File: src/rtl/shift_ctrl_pkg.sv
// Shared definitions for the shift-register sequencer.
//   state_t : controller state encoding (IDLE/SHIFT/LATCH)
//   cnt_w() : width of a 0..n-1 counter, never narrower than one bit
package shift_ctrl_pkg;

  typedef enum logic [1:0] {
    ST_IDLE  = 2'd0,
    ST_SHIFT = 2'd1,
    ST_LATCH = 2'd2
  } state_t;

  function automatic int cnt_w(input int n);
    return (n <= 2) ? 1 : $clog2(n);
  endfunction

endpackage

File: src/rtl/shift_ctrl_if.sv
// Handshake and shift-register control bundle for shift_ctrl.
//   in_data/in_valid/in_ready : parallel word handshake (producer -> controller)
//   abort                     : synchronous frame cancel
//   sr_din/sr_shift/sr_clr    : serial data, shift enable, clear to the register
//   sr_latch/done/busy        : word-complete strobes and frame-in-progress flag
interface shift_ctrl_if #(parameter int WIDTH = 4);
  logic [WIDTH-1:0] in_data;
  logic             in_valid;
  logic             in_ready;
  logic             abort;
  logic             sr_din;
  logic             sr_shift;
  logic             sr_clr;
  logic             sr_latch;
  logic             busy;
  logic             done;

  modport master (
    output in_data, in_valid, abort,
    input  in_ready, sr_din, sr_shift, sr_clr, sr_latch, busy, done
  );

  modport slave (
    input  in_data, in_valid, abort,
    output in_ready, sr_din, sr_shift, sr_clr, sr_latch, busy, done
  );
endinterface

File: src/rtl/shift_tick_gen.sv
// Bit-period tick generator. Counts DIV cycles per period and raises a
// registered tick on the last cycle of each period.
//   clk, rst : clock, async active-low reset
//   clr      : start a fresh period; its first cycle is the next one
//   en       : keep the running period going into the next cycle
//   tick     : high during the last cycle of a period
// With neither clr nor en the generator parks at zero with tick low.
module shift_tick_gen
  import shift_ctrl_pkg::*;
#(
  parameter int DIV = 1
) (
  input  logic clk,
  input  logic rst,
  input  logic en,
  input  logic clr,
  output logic tick
);

  localparam int             CW   = cnt_w(DIV);
  localparam logic [CW-1:0]  LAST = CW'(DIV - 1);

  logic [CW-1:0] cnt;
  logic [CW-1:0] cnt_nxt;

  // cnt tracks the position of the current cycle inside its period, so
  // tick is decided one edge early and can be a flop.
  always_comb begin
    cnt_nxt = (cnt == LAST) ? '0 : cnt + CW'(1);
  end

  always_ff @(posedge clk or negedge rst) begin
    if (!rst) begin
      cnt  <= '0;
      tick <= 1'b0;
    end else if (clr) begin
      cnt  <= '0;
      tick <= (LAST == '0);
    end else if (en) begin
      cnt  <= cnt_nxt;
      tick <= (cnt_nxt == LAST);
    end else begin
      cnt  <= '0;
      tick <= 1'b0;
    end
  end

endmodule

File: src/rtl/shift_ctrl.sv
// Serialiser that feeds a serial-in shift register from a parallel word.
// A word taken on the valid/ready handshake is shifted out MSB-first, one
// sr_shift pulse per DIV-cycle bit period, followed by a one-cycle
// sr_latch/done strobe. abort during a frame returns to IDLE and pulses sr_clr.
//   clk, rst : clock, async active-low reset
//   bus      : shift_ctrl_if slave (handshake in, register controls out)
module shift_ctrl
  import shift_ctrl_pkg::*;
#(
  parameter int WIDTH = 4,
  parameter int DIV   = 1
) (
  input  logic         clk,
  input  logic         rst,
  shift_ctrl_if.slave  bus
);

  localparam int BW = $clog2(WIDTH);

  state_t           state;
  logic [WIDTH-1:0] hold;
  logic [BW-1:0]    bit_cnt;
  logic             tick;
  logic             accept;
  logic             last_bit;
  logic             run;

  // abort wins over a simultaneous in_valid in IDLE
  assign accept   = (state == ST_IDLE) && bus.in_valid && !bus.abort;
  assign last_bit = (bit_cnt == '0);
  // The period keeps running only while SHIFT continues past this edge.
  assign run      = (state == ST_SHIFT) && !bus.abort && !(tick && last_bit);

  shift_tick_gen #(.DIV(DIV)) u_tick (
    .clk  (clk),
    .rst  (rst),
    .en   (run),
    .clr  (accept),
    .tick (tick)
  );

  assign bus.sr_shift = tick;
  assign bus.in_ready = (state == ST_IDLE);
  assign bus.busy     = (state != ST_IDLE);

  always_ff @(posedge clk or negedge rst) begin
    if (!rst) begin
      state        <= ST_IDLE;
      hold         <= '0;
      bit_cnt      <= '0;
      bus.sr_din   <= 1'b0;
      bus.sr_clr   <= 1'b0;
      bus.sr_latch <= 1'b0;
      bus.done     <= 1'b0;
    end else begin
      bus.sr_clr   <= 1'b0;
      bus.sr_latch <= 1'b0;
      bus.done     <= 1'b0;
      case (state)
        ST_IDLE: begin
          if (accept) begin
            hold       <= bus.in_data;
            bit_cnt    <= BW'(WIDTH - 1);
            bus.sr_din <= bus.in_data[WIDTH-1];
            state      <= ST_SHIFT;
          end
        end
        ST_SHIFT: begin
          if (bus.abort) begin
            state      <= ST_IDLE;
            bus.sr_clr <= 1'b1;
            bus.sr_din <= 1'b0;
          end else if (tick) begin
            if (last_bit) begin
              state        <= ST_LATCH;
              bus.sr_latch <= 1'b1;
              bus.done     <= 1'b1;
              bus.sr_din   <= 1'b0;
            end else begin
              // present the next bit for the whole coming period
              bit_cnt    <= bit_cnt - BW'(1);
              bus.sr_din <= hold[bit_cnt - BW'(1)];
            end
          end
        end
        ST_LATCH: begin
          state <= ST_IDLE;
          if (bus.abort) bus.sr_clr <= 1'b1;
        end
        default: state <= ST_IDLE;
      endcase
    end
  end

endmodule

File: src/flat_wrapper.sv
// flat-port wrapper written by rule: the top's interface ports become plain ports
module shift_ctrl_flat import shift_ctrl_pkg::*;
#(
  parameter int WIDTH = 4,
  parameter int DIV   = 1
)
  (clk, rst, bus_in_data, bus_in_valid, bus_abort, bus_in_ready, bus_sr_din, bus_sr_shift, bus_sr_clr, bus_sr_latch, bus_busy, bus_done);
  shift_ctrl_if #(.WIDTH(WIDTH)) bus_i ();
  input  logic clk;
  input  logic rst;
  input wire logic [$bits(bus_i.in_data)-1:0] bus_in_data;
  input wire logic [$bits(bus_i.in_valid)-1:0] bus_in_valid;
  input wire logic [$bits(bus_i.abort)-1:0] bus_abort;
  output wire logic [$bits(bus_i.in_ready)-1:0] bus_in_ready;
  output wire logic [$bits(bus_i.sr_din)-1:0] bus_sr_din;
  output wire logic [$bits(bus_i.sr_shift)-1:0] bus_sr_shift;
  output wire logic [$bits(bus_i.sr_clr)-1:0] bus_sr_clr;
  output wire logic [$bits(bus_i.sr_latch)-1:0] bus_sr_latch;
  output wire logic [$bits(bus_i.busy)-1:0] bus_busy;
  output wire logic [$bits(bus_i.done)-1:0] bus_done;
  assign bus_i.in_data = bus_in_data;
  assign bus_i.in_valid = bus_in_valid;
  assign bus_i.abort = bus_abort;
  assign bus_in_ready = bus_i.in_ready;
  assign bus_sr_din = bus_i.sr_din;
  assign bus_sr_shift = bus_i.sr_shift;
  assign bus_sr_clr = bus_i.sr_clr;
  assign bus_sr_latch = bus_i.sr_latch;
  assign bus_busy = bus_i.busy;
  assign bus_done = bus_i.done;
  shift_ctrl #(.WIDTH(WIDTH), .DIV(DIV)) u_core (.clk(clk), .rst(rst), .bus(bus_i));
endmodule
File: config.mk
export PLATFORM = sky130hd
export DESIGN_NAME = shift_ctrl_flat
export DESIGN_NICKNAME = d
export VERILOG_FILES = /design/src/rtl/shift_ctrl_pkg.sv /design/src/rtl/shift_ctrl_if.sv /design/src/rtl/shift_tick_gen.sv /design/src/rtl/shift_ctrl.sv /design/src/flat_wrapper.sv
export SDC_FILE = /design/constraint.sdc
export NUM_CORES = 1
export LEC_CHECK = 0
export CAP_MARGIN = 30
export CORE_AREA = 8 8 45 47
export DETAILED_ROUTE_END_ITERATION = 6
export DIE_AREA = 0 0 53 55
export GPL_ROUTABILITY_DRIVEN = 0
export PLACE_DENSITY = 0.8
export SLEW_MARGIN = 20
export SYNTH_ARGS = -nofsm -noshare
export SYNTH_HDL_FRONTEND = slang
export SYNTH_SLANG_ARGS = --single-unit
File: constraint.sdc
create_clock -name clk -period 3.9 [get_ports clk]
set_input_delay 0.39 -clock clk [delete_from_list [all_inputs] [get_ports clk]]
set_output_delay 0.39 -clock clk [all_outputs]
set_load 0.01 [all_outputs]
==> impl_results.md <==
- Outcome: finished clean
- Count of cell types in the netlist: 27
- Initial antenna violation count: 0
- # IOs: 15
- Die ar.: 2920 um2
- Number of global-route vias before repair: 491
- Avg Cell Area, Syn: 10.9 um2
- Total GRT Usage: 10.1%
- Warnings, synthesis: 0
- CTS tree: yes
- First-pass GRT wire length: 2.21 mm
- CP max stage delay: 0.57 ns
- Net count after synthesis: 70
- Min-delay worst type: in2async
- PwrDens: 682 nW/um2
- Clk Latency, worst-skew pair: 0.28 ns
- Top_reg_cell synth: dfrtp_1
- Dpl ws: 2.02 ns
- Wire per inst: 14.8 um
- Worst hold margin: 0.459 ns
- Ranking of synthesized cells by area: dfrtp_1 47%, mux2_2 7.0%, ha_1 5.8%
- Max cap viols: 0
- Critical path class: reg2out
- Post-CTS Resized: 0
- Layout cell share with drive strength beyond 1: 16.0%
- Root Buffer: clkbuf_4
- Final worst slack: 1.75 ns
- FP Rows: 14
- Worst R2R Setup Slack: 2.11 ns
- DRT Wirelength: 1.35 mm
- Critical-path cell list: inv_1 -> ha_1 -> inv_1 -> clkdlybuf4s50_1
- Most frequent cell after synthesis: dfrtp_1
- CTS Hold Bufs: 0
- Port Buffers: 14
- Vias per Instance: 5.59
- RSZ-0062 raised after global routing: false
- Worst Skew: 0.00377 ns
- Fin. max-slew vios: 0
- Reg clk slew, reported paths: 0.08 ns
- Final min period: 2.15 ns
- Sequential share of the synthesized area: 46.8%
- Core Footprint: 1380 um2
- DR vias: 509
- Startpoint Class: flop
- EDFF count, synth: 0
- Mapped cell area: 642 um2
- CTS Buf Count: 3
- Post-layout instance area: 826 um2
- Die Y: 55 um
- Endpoints failing hold: 0
- DP Area: 790 um2
- Nets@finish: 87
- HPWL Detailed: 990 um
- Drt first-iter violations: 11
- Max Root-Sink Buffers: 2
- Period utilization: 55.1%
- Crit. End Element: output port
- Slew headroom: 63.5%
- GRT overflow: 0
- Drt pass-1 iters: 4
- Layout area overhead: 28.7%
- Peak supply drop: 284 uV
- Sum Neg Setup Slack: 0 ns
- Setup-failing EPs final: 0
- Peak Freq: 466 MHz
- Yosys reg bits: 12
- Initial Util: 46.4%
- Ranking of synthesized cells by instance count: 12 x dfrtp_1, 6 x nand2_1, 5 x inv_1, 5 x nor2_1, 4 x mux2_2
- Post-CTS setup buffer count: 0
- CP Max Fanout: 6
- Worst path arrival time: 1.76 ns
- CP required: 3.51 ns
- Fin util: 59.7%
- Drc violations: 0
- Worst Tran Pin Value: 0.546 ns
- Largest net degree at the start of global routing: 13
- Cell mode on critical path: inv_1
- CTS Sinks: 12
- Crit-path slowest cell: clkdlybuf4s50_1
- Ant diodes: 0
- Mapped Cells: 59
- Synth area leader: dfrtp_1
- Share of the synthesized area in the top cell type: 46.8%
- Asr flop ratio synth: 100%
- Chip width: 53 um
- Htree depth: 1
- Leak Pwr: 0.354 nW
- DRT antenna net count: 0
==> worst max-delay path, delay by kind of cell (launching register included) <==
kind | cells | cell delay, ns
adders and majority gates | 1 | 0.28
DFF | 1 | 0.37
buffers and inverters | 3 | 0.83
==> layout make-up <==
class	instances	area [um2]
repair buffers	14	140
multi-input cells	40	310
fillers	121	558
inverters	5	18.8
flip-flops and latches	12	300
clock buffers	4	36.3
well taps	16	20.0
==> worst paths after layout <==
check                      cells past startpoint                        start                             to
max reg2reg                                    6  u_core.state[1]$_DFFE_PN0P_  u_core.bit_cnt[0]$_DFFE_PN0P_
min                                            1                          rst     u_core.hold[3]$_DFFE_PN0P_
max                                            4  u_core.state[0]$_DFFE_PN0P_                       bus_busy
min reg2reg                                    1   u_core.hold[0]$_DFFE_PN0P_     u_core.hold[0]$_DFFE_PN0P_
max in group asynchronous                      1                          rst    u_core.state[1]$_DFFE_PN0P_
min in group clk                               1   u_core.hold[0]$_DFFE_PN0P_     u_core.hold[0]$_DFFE_PN0P_
==> power by group <==
part / switching (W) / internal (W) / total, W / leakage, nW
clock network: 0.0000447 / 0.0000569 / 0.000102 / 0.0210
registers: 0.0000305 / 0.000170 / 0.000200 / 0.143
logic: 0.000121 / 0.000140 / 0.000262 / 0.189
==> stage by stage <==
step	total power [W]	instances
floorplan	0.000375	59
global placement	0.000451	87
detailed placement	0.000462	87
CTS	0.000563	91
global route	0.000600	91
finish	0.000563	91
==> registers in the layout, indices dropped and copies added (netlist names) <==
name / cells
u_core.state: 2
u_core.hold: 4
u_core.bus.sr_latch: 1
u_core.bus.sr_clr: 1
u_core.bus.sr_din: 1
u_core.bit_cnt: 2
u_core.u_tick.tick: 1
==> per-layer routing <==
metal	part of all wire (%)	wire length, um	global-route usage (%)
met1	43	572	11.2
met2	47	632	17.2
met3	6.8	92	1.34
met4	3.5	47	8.19
met5	0	0	0
==> cells by family (layout without fill, tap and decap cells) <==
logic type               count (synthesis)  count (layout)  synth area share (%)
multiplexers                             5               5                  10.5
flip-flops                              12              12                  46.8
buffers and inverters                    7              23                  4.87
AND/OR/NAND/NOR                         20              20                  16.0
AO/OA/AOI/OAI                           12              12                  16.0
adder cells (fa/ha/maj)                  3               3                  5.85
==> placed cells by master (no fill, tap or decap), types with 2 or more instances in the layout <==
cell type and count:
ha_1 3, mux2_2 4, o31ai_1 2, nor2b_1 2, dfrtp_1 12, nor2_1 5, a31oi_1 2, clkdlybuf4s50_1 14
nand2_1 6, inv_1 5, clkbuf_4 3
Note: power is estimated with default switching activity, not from simulation.
